## src/rtl/ham_rx_deser_14_pkg.sv

```systemverilog
// rtl/ham_rx_deser_14_pkg.sv - shared constants and state encoding for the serial codeword receiver
package ham_rx_deser_14_pkg;

  localparam int RX_CW_W   = 14;
  localparam int RX_DATA_W = 10;

  localparam logic LINE_IDLE = 1'b1;

  typedef enum logic [1:0] {
    ST_IDLE = 2'd0,
    ST_DATA = 2'd1,
    ST_STOP = 2'd2
  } rx_state_t;

endpackage

```

## src/rtl/rx_gap_timer.sv

```systemverilog
// rtl/rx_gap_timer.sv - inter-bit gap counter with a terminal pulse on the GAP_MAX-th idle cycle
module rx_gap_timer #(
  parameter int GAP_MAX = 64
) (
  input  logic clk,
  input  logic rst,
  input  logic clear,
  input  logic en,
  output logic expire
);

  localparam int CNT_W = $clog2(GAP_MAX + 1);

  logic [CNT_W-1:0] cnt_q;

  // expire fires combinationally on the increment that would reach GAP_MAX
  assign expire = en && !clear && (cnt_q == CNT_W'(GAP_MAX - 1));

  always_ff @(posedge clk) begin
    if (rst) begin
      cnt_q <= '0;
    end else if (clear || expire) begin
      cnt_q <= '0;
    end else if (en) begin
      cnt_q <= cnt_q + 1'b1;
    end
  end

endmodule

```

## src/rtl/ham_rx_deser_14.sv

```systemverilog
// rtl/ham_rx_deser_14.sv - start/data/stop deserializer producing Hamming(14,10) codewords
module ham_rx_deser_14
  import ham_rx_deser_14_pkg::*;
#(
  parameter int CW_W    = RX_CW_W,
  parameter int GAP_MAX = 64,
  parameter int ERRC_W  = 8
) (
  input  logic              clk,
  input  logic              rst,
  input  logic              rx_d,
  input  logic              bit_vld,
  output logic [CW_W-1:0]   code_o,
  output logic              code_vld,
  output logic              frame_err,
  output logic [ERRC_W-1:0] err_cnt,
  output logic              busy
);

  localparam int BCNT_W = $clog2(CW_W);

  rx_state_t         state_q, state_d;
  logic [CW_W-1:0]   shreg_q, shreg_d;
  logic [BCNT_W-1:0] bcnt_q, bcnt_d;
  logic [CW_W-1:0]   code_q, code_d;
  logic              vld_d, err_d;
  logic [ERRC_W-1:0] errc_q, errc_d;
  logic              busy_q;
  logic              vld_q, err_q;
  logic              gap_clear, gap_expire;

  assign gap_clear = bit_vld || (state_q == ST_IDLE);

  rx_gap_timer #(
    .GAP_MAX (GAP_MAX)
  ) u_gap_timer (
    .clk    (clk),
    .rst    (rst),
    .clear  (gap_clear),
    .en     (!gap_clear),
    .expire (gap_expire)
  );

  always_comb begin
    state_d = state_q;
    shreg_d = shreg_q;
    bcnt_d  = bcnt_q;
    code_d  = code_q;
    vld_d   = 1'b0;
    err_d   = 1'b0;
    case (state_q)
      ST_IDLE: begin
        if (bit_vld && (rx_d != LINE_IDLE)) begin
          state_d = ST_DATA;
          bcnt_d  = '0;
          shreg_d = '0;
        end
      end
      ST_DATA: begin
        if (gap_expire) begin
          err_d   = 1'b1;
          state_d = ST_IDLE;
        end else if (bit_vld) begin
          shreg_d[bcnt_q] = rx_d;
          bcnt_d          = bcnt_q + 1'b1;
          if (bcnt_q == BCNT_W'(CW_W - 1)) begin
            state_d = ST_STOP;
          end
        end
      end
      ST_STOP: begin
        if (gap_expire) begin
          err_d   = 1'b1;
          state_d = ST_IDLE;
        end else if (bit_vld) begin
          // a bad stop bit returns to IDLE without treating the 0 as a new start
          state_d = ST_IDLE;
          if (rx_d == LINE_IDLE) begin
            code_d = shreg_q;
            vld_d  = 1'b1;
          end else begin
            err_d = 1'b1;
          end
        end
      end
      default: state_d = ST_IDLE;
    endcase

    errc_d = errc_q;
    if (err_d && (errc_q != {ERRC_W{1'b1}})) begin
      errc_d = errc_q + 1'b1;
    end
  end

  always_ff @(posedge clk) begin
    if (rst) begin
      state_q <= ST_IDLE;
      shreg_q <= '0;
      bcnt_q  <= '0;
      code_q  <= '0;
      vld_q   <= 1'b0;
      err_q   <= 1'b0;
      errc_q  <= '0;
      busy_q  <= 1'b0;
    end else begin
      state_q <= state_d;
      shreg_q <= shreg_d;
      bcnt_q  <= bcnt_d;
      code_q  <= code_d;
      vld_q   <= vld_d;
      err_q   <= err_d;
      errc_q  <= errc_d;
      busy_q  <= (state_d != ST_IDLE);
    end
  end

  assign code_o    = code_q;
  assign code_vld  = vld_q;
  assign frame_err = err_q;
  assign err_cnt   = errc_q;
  assign busy      = busy_q;

endmodule

```

## config.mk

```make
export PLATFORM = sky130hd
export DESIGN_NAME = ham_rx_deser_14
export DESIGN_NICKNAME = d
export VERILOG_FILES = /design/src/rtl/ham_rx_deser_14_pkg.sv /design/src/rtl/rx_gap_timer.sv /design/src/rtl/ham_rx_deser_14.sv
export SDC_FILE = /design/constraint.sdc
export NUM_CORES = 1
export LEC_CHECK = 0
export ABC_CLOCK_PERIOD_IN_PS = 3950
export BUFFER_PORTS_ARGS = -buffer_cell sky130_fd_sc_hd__buf_2
export CAP_MARGIN = 30
export CORE_MARGIN = 2
export CORE_UTILIZATION = 30
export DETAILED_ROUTE_END_ITERATION = 12
export SYNTH_ARGS = -nofsm -noshare
export SYNTH_HDL_FRONTEND = slang
export SYNTH_SLANG_ARGS = --single-unit
```

## constraint.sdc

```tcl
create_clock -name clk -period 3.95 [get_ports clk]
set_input_delay 0.1975 -clock clk [delete_from_list [all_inputs] [get_ports clk]]
set_output_delay 0.1975 -clock clk [all_outputs]
set_load 0.01 [all_outputs]
```

# Yosys cells after proc, flatten, opt, wreduce, memory -nomap -nowiden

Cells that the tools add are included.

Bits in registers: 52
Bits of input ports: 4
Output and inout bits: 25

Reductions and logical operators: 14
$add $sub $neg: 3
Bitwise operators: 4
Equality and inequality tests: 8
Multiplexer cells: 24
Magnitude comparators: 2

Operators with widths:

| cell                  | number |
|---|---|
| $mux W14              | 3 |
| $pmux W14 S2          | 1 |
| $bwmux W14            | 1 |
| $mux W2               | 6 |
| $mux W4               | 3 |
| $add A8 B1 Y8 const B | 1 |
| $ne A8 B8 Y1 const B  | 1 |
| $pmux W4 S2           | 1 |
| $reduce_and A4 Y1     | 2 |
| $add A7 B1 Y7 const B | 1 |
| $eq A7 B6 Y1 const B  | 1 |
| $mux W1               | 6 |
| $pmux W2 S3           | 1 |
| $lt A4 B5 Y1 const B  | 1 |
| $add A4 B1 Y4 const B | 1 |
| $demux W1 S4          | 1 |
| $eq A4 B4 Y1 const B  | 1 |
| $ge A4 B1 Y1 const B  | 1 |
| $logic_and A1 B1 Y1   | 4 |
| $ne A2 B2 Y1 const B  | 2 |
| $not A1 Y1            | 4 |
| $reduce_bool A2 Y1    | 2 |
| $reduce_or A4 Y1      | 1 |
| $eq A2 B1 Y1 const B  | 1 |
| other kinds (7)       | 8 |

# Depth between registers and ports, before layout

Gate-level depths: netlist (run 1).

Word-level depth: 8
Gate-level depth with buffers: 9
Depth with buffers taken out: 6

# Modules after synthesis

Synthesis (run 1) repeated with hierarchy kept, for this count alone.

Cells, all modules: 283
Area total of the unflattened synthesis: 2403.6 um2

By module, submodules not included:

| module          | times used | area each (um2) | cells an instance | sequential area each (um2) |
|---|---|---|---|---|
| ham_rx_deser_14 | 1          | 2065.7          | 243               | 900.9 |
| rx_gap_timer    | 1          | 337.8           | 40                | 140.1 |

# Least setup slack after synthesis (run 1)

No wires, ideal clock.

Kind: flip-flop to flip-flop
From: register state_q[0]
To: register errc_q[6] (netlist: err_cnt[6])
Library setup time: 115 ps
Arrival: 1756 ps
Path buffers: 2
Cell stages (with the launch flop): 9
Setup slack: 2078 ps
Path through: dfxtp_1 inv_1 ha_1 buf_2 and4bb_1 a22oi_2 buf_2 o41ai_1 o21ba_2

Longest elaborated chain between the ends: 7

Ends and longest elaborated chain:

| what                       | RTL line                                     | text |
|---|---|---|
| start, declared            | ham_rx_deser_14.sv:22                        | `rx_state_t state_q, state_d;` |
| start signal, assigned     | ham_rx_deser_14.sv:106                       | `state_q <= state_d;` |
| $logic_not A2 Y1           | ham_rx_deser_14.sv:32                        | `assign gap_clear = bit_vld \|\| (state_q == ST_IDLE);` |
| $logic_or A1 B1 Y1         | ham_rx_deser_14.sv:32                        |  |
| $logic_not A1 Y1           | rx_gap_timer.sv:17, ham_rx_deser_14.sv:40    |  |
| $logic_and A1 B1 Y1        | rx_gap_timer.sv:17                           | `assign expire = en && !clear && (cnt_q == CNT_W'(GAP_MAX - 1));` |
| $mux W1 (on tied branches) | ham_rx_deser_14.sv:72, ham_rx_deser_14.sv:60 |  |
| $pmux W1 S2 (*)            | ham_rx_deser_14.sv:51                        | `case (state_q)` |
| $logic_and A1 B1 Y1 (*)    | ham_rx_deser_14.sv:90                        | `if (err_d && (errc_q != {ERRC_W{1'b1}})) begin` |
| end signal, assigned       | ham_rx_deser_14.sv:112                       | `errc_q <= errc_d;` |
| end, declared              | ham_rx_deser_14.sv:27                        | `logic [ERRC_W-1:0] errc_q, errc_d;` |

Every way passes the cells marked *; elsewhere a longest branch is shown, timed or not.
A chain may end at the register's enable or synchronous reset.

# Worst setup path after layout (run 1)

From: register state_q[0]
To: register bcnt_q[0]

Longest elaborated chain between the ends: 6

Ends and longest elaborated chain:

| what                               | RTL line                                     | text |
|---|---|---|
| $logic_not A2 Y1                   | ham_rx_deser_14.sv:32, ham_rx_deser_14.sv:51 |  |
| $logic_or A1 B1 Y1                 | ham_rx_deser_14.sv:32                        |  |
| $logic_not A1 Y1                   | rx_gap_timer.sv:17, ham_rx_deser_14.sv:40    |  |
| $logic_and A1 B1 Y1                | rx_gap_timer.sv:17                           |  |
| $ne A2 B2 Y1 (no source line)      | -                                            |  |
| $reduce_and A4 Y1 (no source line) | -                                            |  |
| end signal, assigned               | ham_rx_deser_14.sv:108                       | `bcnt_q <= bcnt_d;` |
| end, declared                      | ham_rx_deser_14.sv:24                        | `logic [BCNT_W-1:0] bcnt_q, bcnt_d;` |

Several ways; a longest one is shown, not always the timed one.

==> metrics, run 1 <==
status=complete, no violations; wire length on met3=~190 microns; CP top delay family=simple AND/OR/NAND/NOR gates; Post-Syn Area=2370 sq um; min-delay worst type=input pin to register; hold slack=roughly 330 ps; CTS root buffer=clkbuf_8; Clk pin slew, worst setup/hold paths=about 90 ps; Setup crit end kind=register; placer congestion estimate=approximately 0.79; Total Nets Final=300; IO Pins=29; wire length on met1=2470 microns; met2 WL=approximately 2100 microns; total grt overflow=0; drt wl/cell=around 12 microns; Starting Density=a little over 30%; count of cell types in the netlist=40; Post-Syn Nets=283; depth of the worst hold-timing path=3; Die Footprint=8630 sq um; sequential share of power=59.1%; Routed WL=4830 microns; synth-to-layout area growth=11.8%; post-synthesis sequential area ratio=a little over two fifths; CTS Buffer Depth=2; CTS resizes=0; worst-margin pin slew=roughly 1000 ps; Final Skew=between 10 and 15 ps; die width=around 93 microns; initial antenna violation count=0; Internal Pwr Total=a little under 0.7 mW; Yosys reg bits=52; number of global-route vias before repair=1795; post-synth top area share=43.9%; Hold EP=shreg_q[7]; worst vdd rail ir drop=0.136 mV; Net Sw Power=around 0.21 mW; Overall Global Routing Usage=11.4%; Highest Signal Layer=met4; RSZ-0062 raised after global routing=false; Setup violations, final=0; Top FF cell, synth=dfxtp_1; Rel. slew slack=roughly 31%; Synth area leaders=dfxtp_1 44%, mux2i_1 6.3%, ha_1 5.3%, nand2_1 5.2%, o2111ai_1 5.2%; cell with the most instances after synthesis=dfxtp_1; TritonCTS clock tree=yes; setup_tns=0 ps; final instance area=2650 sq um; YS warnings=0; Worst EP arrival=roughly 2500 ps; TritonCTS Buffers=5; Worst R2R Start=state_q[0]; Die Ht=~93 microns; detailed-route DRC error count=0; CP Class=register to register; H-tree depth=2; FF-to-FF setup slack=between 1500 and 2000 ps; crit path time final=2340 ps; Synth top cells by count=52 x dfxtp_1, 33 x nand2_1, 28 x nor2_1; HP Start=rx_d; LEAKAGE=1.08 nW; diode count=0; Port Buffers=28; Post-synth EDFFs=0; part of the cycle the worst path needs=approximately three fifths; vias after detailed routing=1918; crit-path max cell delay=~820 ps; core area=7690 sq um; # clock sinks=52; row count=32; largest area contributor in the netlist=dfxtp_1; Worst setup SP type=register; Worst path slowest cell=nor2b_1; cts hold-fix bufs=0; reg2reg end=bcnt_q[0]; vias per cell=4.93; Antenna Nets Post-Route=0; Sw Ratio=about a quarter; CP Cell Sequence=inv_1 -> ha_1 -> nor2b_1 -> o21ai_0 -> xnor2_1 -> nor2_1; layout cells sized above 1=between 10 and 15%; Worst EP required=approximately 4000 ps; Area after DPL=between 2000 and 3000 sq um; syn_area_per_cell=around 9 sq um; initial DRC count=94; power density over the cells=338 nW/um^2; global-route wire length before repair=slightly above 8000 microns; largest net degree at the start of global routing=28; Final Max Tran Viols=0; DR pass1 iterations=4; CP bufs+invs=1; Crit Path Max Fanout=17; Async SR Flop Fraction=0%; max-cap viol count=0; R2R depth=6; logic gate share of total power=under 10%; clock share of power=35.0%; Setup Fix Bufs, Post-CTS=0; FMAX=427 MHz; Syn Inst Count=approximately 270; Hold Violations, Final=0; hpwl dp=around 3400 microns; clk_lat worst skew=310 ps
-- metrics by stage --
step,setup slack (ps),util [%],cells,power [mW]
floorplan,2080,-,269,0.585
global placement,1720,33.3,381,0.593
detailed placement,1640,33.3,381,0.595
CTS,1610,34.5,389,0.908
global route,1350,34.5,389,0.937
finish,1610,34.5,389,0.897
-- final cells by class --
| cell class | instances | area (sq um) |
|---|---|---|
| Multi-Input combinational cell | 191 | 1220 |
| Clock inverter | 1 | 7.51 |
| Sequential cell | 52 | 1040 |
| Tap cell | 102 | 128 |
| Inverter | 8 | 30.0 |
| Clock buffer | 7 | 86.3 |
| Timing Repair Buffer | 28 | 140 |
| Fill cell | 844 | 5040 |
-- sequential cells by signal, summed over array words and instances, names as in the netlist --
name               cells
bcnt_q                 4
busy                   1
code_o                14
code_vld               1
err_cnt                8
frame_err              1
shreg_q               14
state_q                2
u_gap_timer.cnt_q      7
-- worst max path at each step --
stage / to / slack, ps / start / cells past startpoint
floorplan: err_cnt[6] / 2080 / state_q[0] / 8
global placement: bcnt_q[1] / 1720 / state_q[0] / 6
detailed placement: bcnt_q[0] / 1640 / state_q[0] / 6
CTS: bcnt_q[0] / 1610 / state_q[0] / 6
global route: bcnt_q[0] / 1350 / state_q[0] / 6
finish: bcnt_q[0] / 1610 / state_q[0] / 6
-- logic make-up after synthesis --
group                    after synthesis  share of synthesized area, %
AND/OR/NAND/NOR                       99                          20.1
AO/OA/AOI/OAI                         60                          17.1
flip-flops                            52                          43.9
buffers and inverters                 26                          4.75
multiplexers                          15                          6.33
adder cells (fa/ha/maj)               10                          5.28
XOR/XNOR                               7                          2.59
-- power by group through the flow --
stage | Combinational (mW) | Clock (mW) | Sequential [mW]
after floorplan | 0.0430 | 0 | 0.542
after global placement | 0.0510 | 0 | 0.542
after detailed placement | 0.0520 | 0 | 0.543
after CTS | 0.0522 | 0.325 | 0.530
after global routing | 0.0587 | 0.347 | 0.531
final | 0.0527 | 0.314 | 0.530
-- routing by layer --
layer | up-vias | global-route usage (%)
li1 | 989 | -
met1 | 895 | 15.4
met2 | 28 | 18.1
met3 | 6 | 3.09
met4 | 0 | 2.94
met5 | - | 0
-- worst reg2reg max path: stages, from the launching register on --
cell     delay, ps
dfxtp_1        340
inv_1          100
ha_1           310
nor2b_1        820
o21ai_0        360
xnor2_1        220
nor2_1          60
-- cells in the final DEF (no fill, tap or decap), drive strengths merged, types with 2 or more instances in the layout --
cell type  synthesis  routed
and2               2       2
mux2i             15      15
clkbuf            11       7
a21oi             22      22
xor2               6       6
nor2              28      28
nor2b              6       6
nand2             33      33
nor3               3       3
ha                10      10
inv                8       8
or4                4       4
o31ai              4       4
nand4              3       3
o2111ai           14      14
nand3              6       6
or3                3       3
o211ai             3       3
and3               6       6
dfxtp             52      52
buf                7      28
o21ai              8       8
Power figures use the tool's default switching activity.
==> run 2, diff against run 1 <==
Settings changed: ABC_CLOCK_PERIOD_IN_PS 3950 to 2000.
Clock period 3.95 ns to 2 ns, I/O delays scaled along.
==> run 2 against run 1 <==
  * Fmax up 22%
  * Global-route usage is 0.92 points higher
  * Core utilization rose by 1.5 points
  * Highest routed layer unchanged
==> metrics, run 2 (synthesized netlist as in run 1, its figures left out) <==
Worst R2R Start=state_q[0]; detailed-route DRC error count=0 (unchanged); Fillers=828 (-1.9%); Final Max Tran Viols=0 (unchanged); die width=92.9 microns (unchanged); R2R depth=6 (unchanged); global routing met3 resource utilization=2.69% (-0.41 points); global-route wire length before repair=8750 microns (+7.8%); largest net degree at the start of global routing=28 (unchanged); commonest non-fill, non-tap cells in the layout=51 x dfxtp_1, 33 x nand2_1, 28 x nor2_1, 28 x buf_2, 22 x a21oi_1; reg2reg end=err_cnt[4]; Die Footprint=8630 sq um (unchanged); layout cells sized above 1=18.8% (+5.2 points); Crit Path Max Fanout=8 (-9); CTS Buffer Depth=2 (unchanged); # clock sinks=52 (unchanged); final core occ=36.0% (+1.5 points); final instance area=2760 sq um (+4.3%); Clk pin slew, worst setup/hold paths=100 ps (about the same); Port Buffers=28 (unchanged); Die Ht=92.9 microns (unchanged); Setup crit end kind=register; busiest layer in global routing=met2; setup_tns=0 ps (unchanged); CTS root buffer=clkbuf_8; Area after DPL=2620 sq um (+2.6%); Worst setup SP type=register; LEAKAGE=1.14 nW (+4.9%); row count=32 (unchanged); Total Nets Final=311 (+3.7%); IO Pins=29 (unchanged); vias after detailed routing=1989 (+3.7%); part of the cycle the worst path needs=96.1% (+37 points); H-tree depth=2 (unchanged); initial antenna violation count=0 (unchanged); DR pass1 iterations=6 (+2); Overall Global Routing Usage=12.3% (+0.92 points); Rel. slew slack=59.8% (+29 points); TritonCTS Buffers=5 (unchanged); commonest non-fill, non-tap cell in the layout=dfxtp_1; Hold Violations, Final=0 (unchanged); FMAX=520 MHz (+22%); core area=7690 sq um (unchanged); TritonCTS clock tree=yes; depth of the worst hold-timing path=2 (-1); Final Skew=9.10 ps (-1.65 ps); Hold EP=code_vld; Antenna Nets Post-Route=0 (unchanged); worst vdd rail ir drop=0.224 mV (+65%); max-cap viol count=0 (unchanged); hold slack=240 ps (-88.7 ps); cts hold-fix bufs=0 (unchanged); clk_lat worst skew=310 ps (about the same); pre-CTS setup slack=-157 ps (-1800 ps); FF-to-FF setup slack=80 ps (-1530 ps); Setup violations, final=0 (unchanged); diode count=0 (unchanged); HP Start=rst; area of the multi-input gates=1240 sq um (+1.6%); total grt overflow=0 (unchanged); power density over the cells=685 nW/um^2 (+100%); synth-to-layout area growth=16.6%; drt wl/cell=13.1 microns (+5.3%); status=complete, no violations; initial DRC count=94 (unchanged); met2 usage=19.7% (+1.7 points); FF+latch area=1040 sq um (+0.12%); vias per cell=4.97 (+0.85%); hpwl dp=3460 microns (+3.2%); PnR worst setup slack=77.9 ps (-1530 ps); PnR Total Power=1.89 mW (+110%); M1 GR Usage=16.8% (+1.4 points); number of global-route vias before repair=1896 (+5.6%); Worst EP required=2250 ps (-1860 ps); Starting Density=30.8% (unchanged); CP Class=register to register; Placed Cells=390 (+2.4%); worst-margin pin slew=601 ps (-433 ps); min-delay worst type=input pin to register; Post-Layout Cell Count=400 (+2.8%); placer congestion estimate=0.785 (-0.39%); crit path time final=1920 ps (-421 ps); Routed WL=5230 microns (+8.3%); Worst EP arrival=2170 ps (-330 ps)
==> run 2: cell types whose count changed in the layout (fill, tap and decap cells not counted), sizes merged <==
cell / change
a22oi: +1
buf: +10
bufinv: +1
clkbuf: -2
clkinv: +1
==> run 2: how the worst max path moves through the flow <==
stage,start,to,slack [ps],cells after the start
final,state_q[0],err_cnt[4],80,6
after global placement,state_q[0],bcnt_q[1],-100,6
after global routing,state_q[1],err_cnt[4],-20,6
after floorplan,state_q[0],err_cnt[6],130,8
after detailed placement,state_q[0],bcnt_q[0],-160,6
after CTS,state_q[0],err_cnt[4],30,6
==> run 2: layer usage <==
layer	part of all wire, %	wire [microns]
met4	0.99	52
met1	49	2590
met2	45	2370
met5	0	0
met3	4.2	220
==> run 2: where the power goes <==
part / leakage, nW / internal, mW / total (mW) / switching [mW]
Sequential: 0.420 / 1.04 / 1.05 / 0.00515
Clock: 0.0541 / 0.371 / 0.726 / 0.356
Combinational: 0.663 / 0.0411 / 0.120 / 0.0788
==> run 2: cell type report <==
class / count / share of cell area (%)
multi-input cells: 192 / 44.8
flip-flops and latches: 52 / 37.7
repair buffers: 38 / 7.79
well taps: 102 / 4.62
clock buffers: 5 / 2.49
clock inverters: 3 / 1.54
inverters: 8 / 1.09
==> run 2: what timing repair did <==
item / 4_1_cts / 5_1_grt
endpoints found under the setup margin: 18 / 4
gates cloned: 0 / 1
resized for setup: 1 / 5
pin swaps: 0 / 2
buffers inserted: 0 / 1
==> run 2: critical path, cell delays in order (launching register included) <==
cell and delay (ps):
dfxtp_2 350, inv_1 60, ha_2 210, and4bb_2 380
a22oi_2 170, or4_1 550, a21oi_1 150
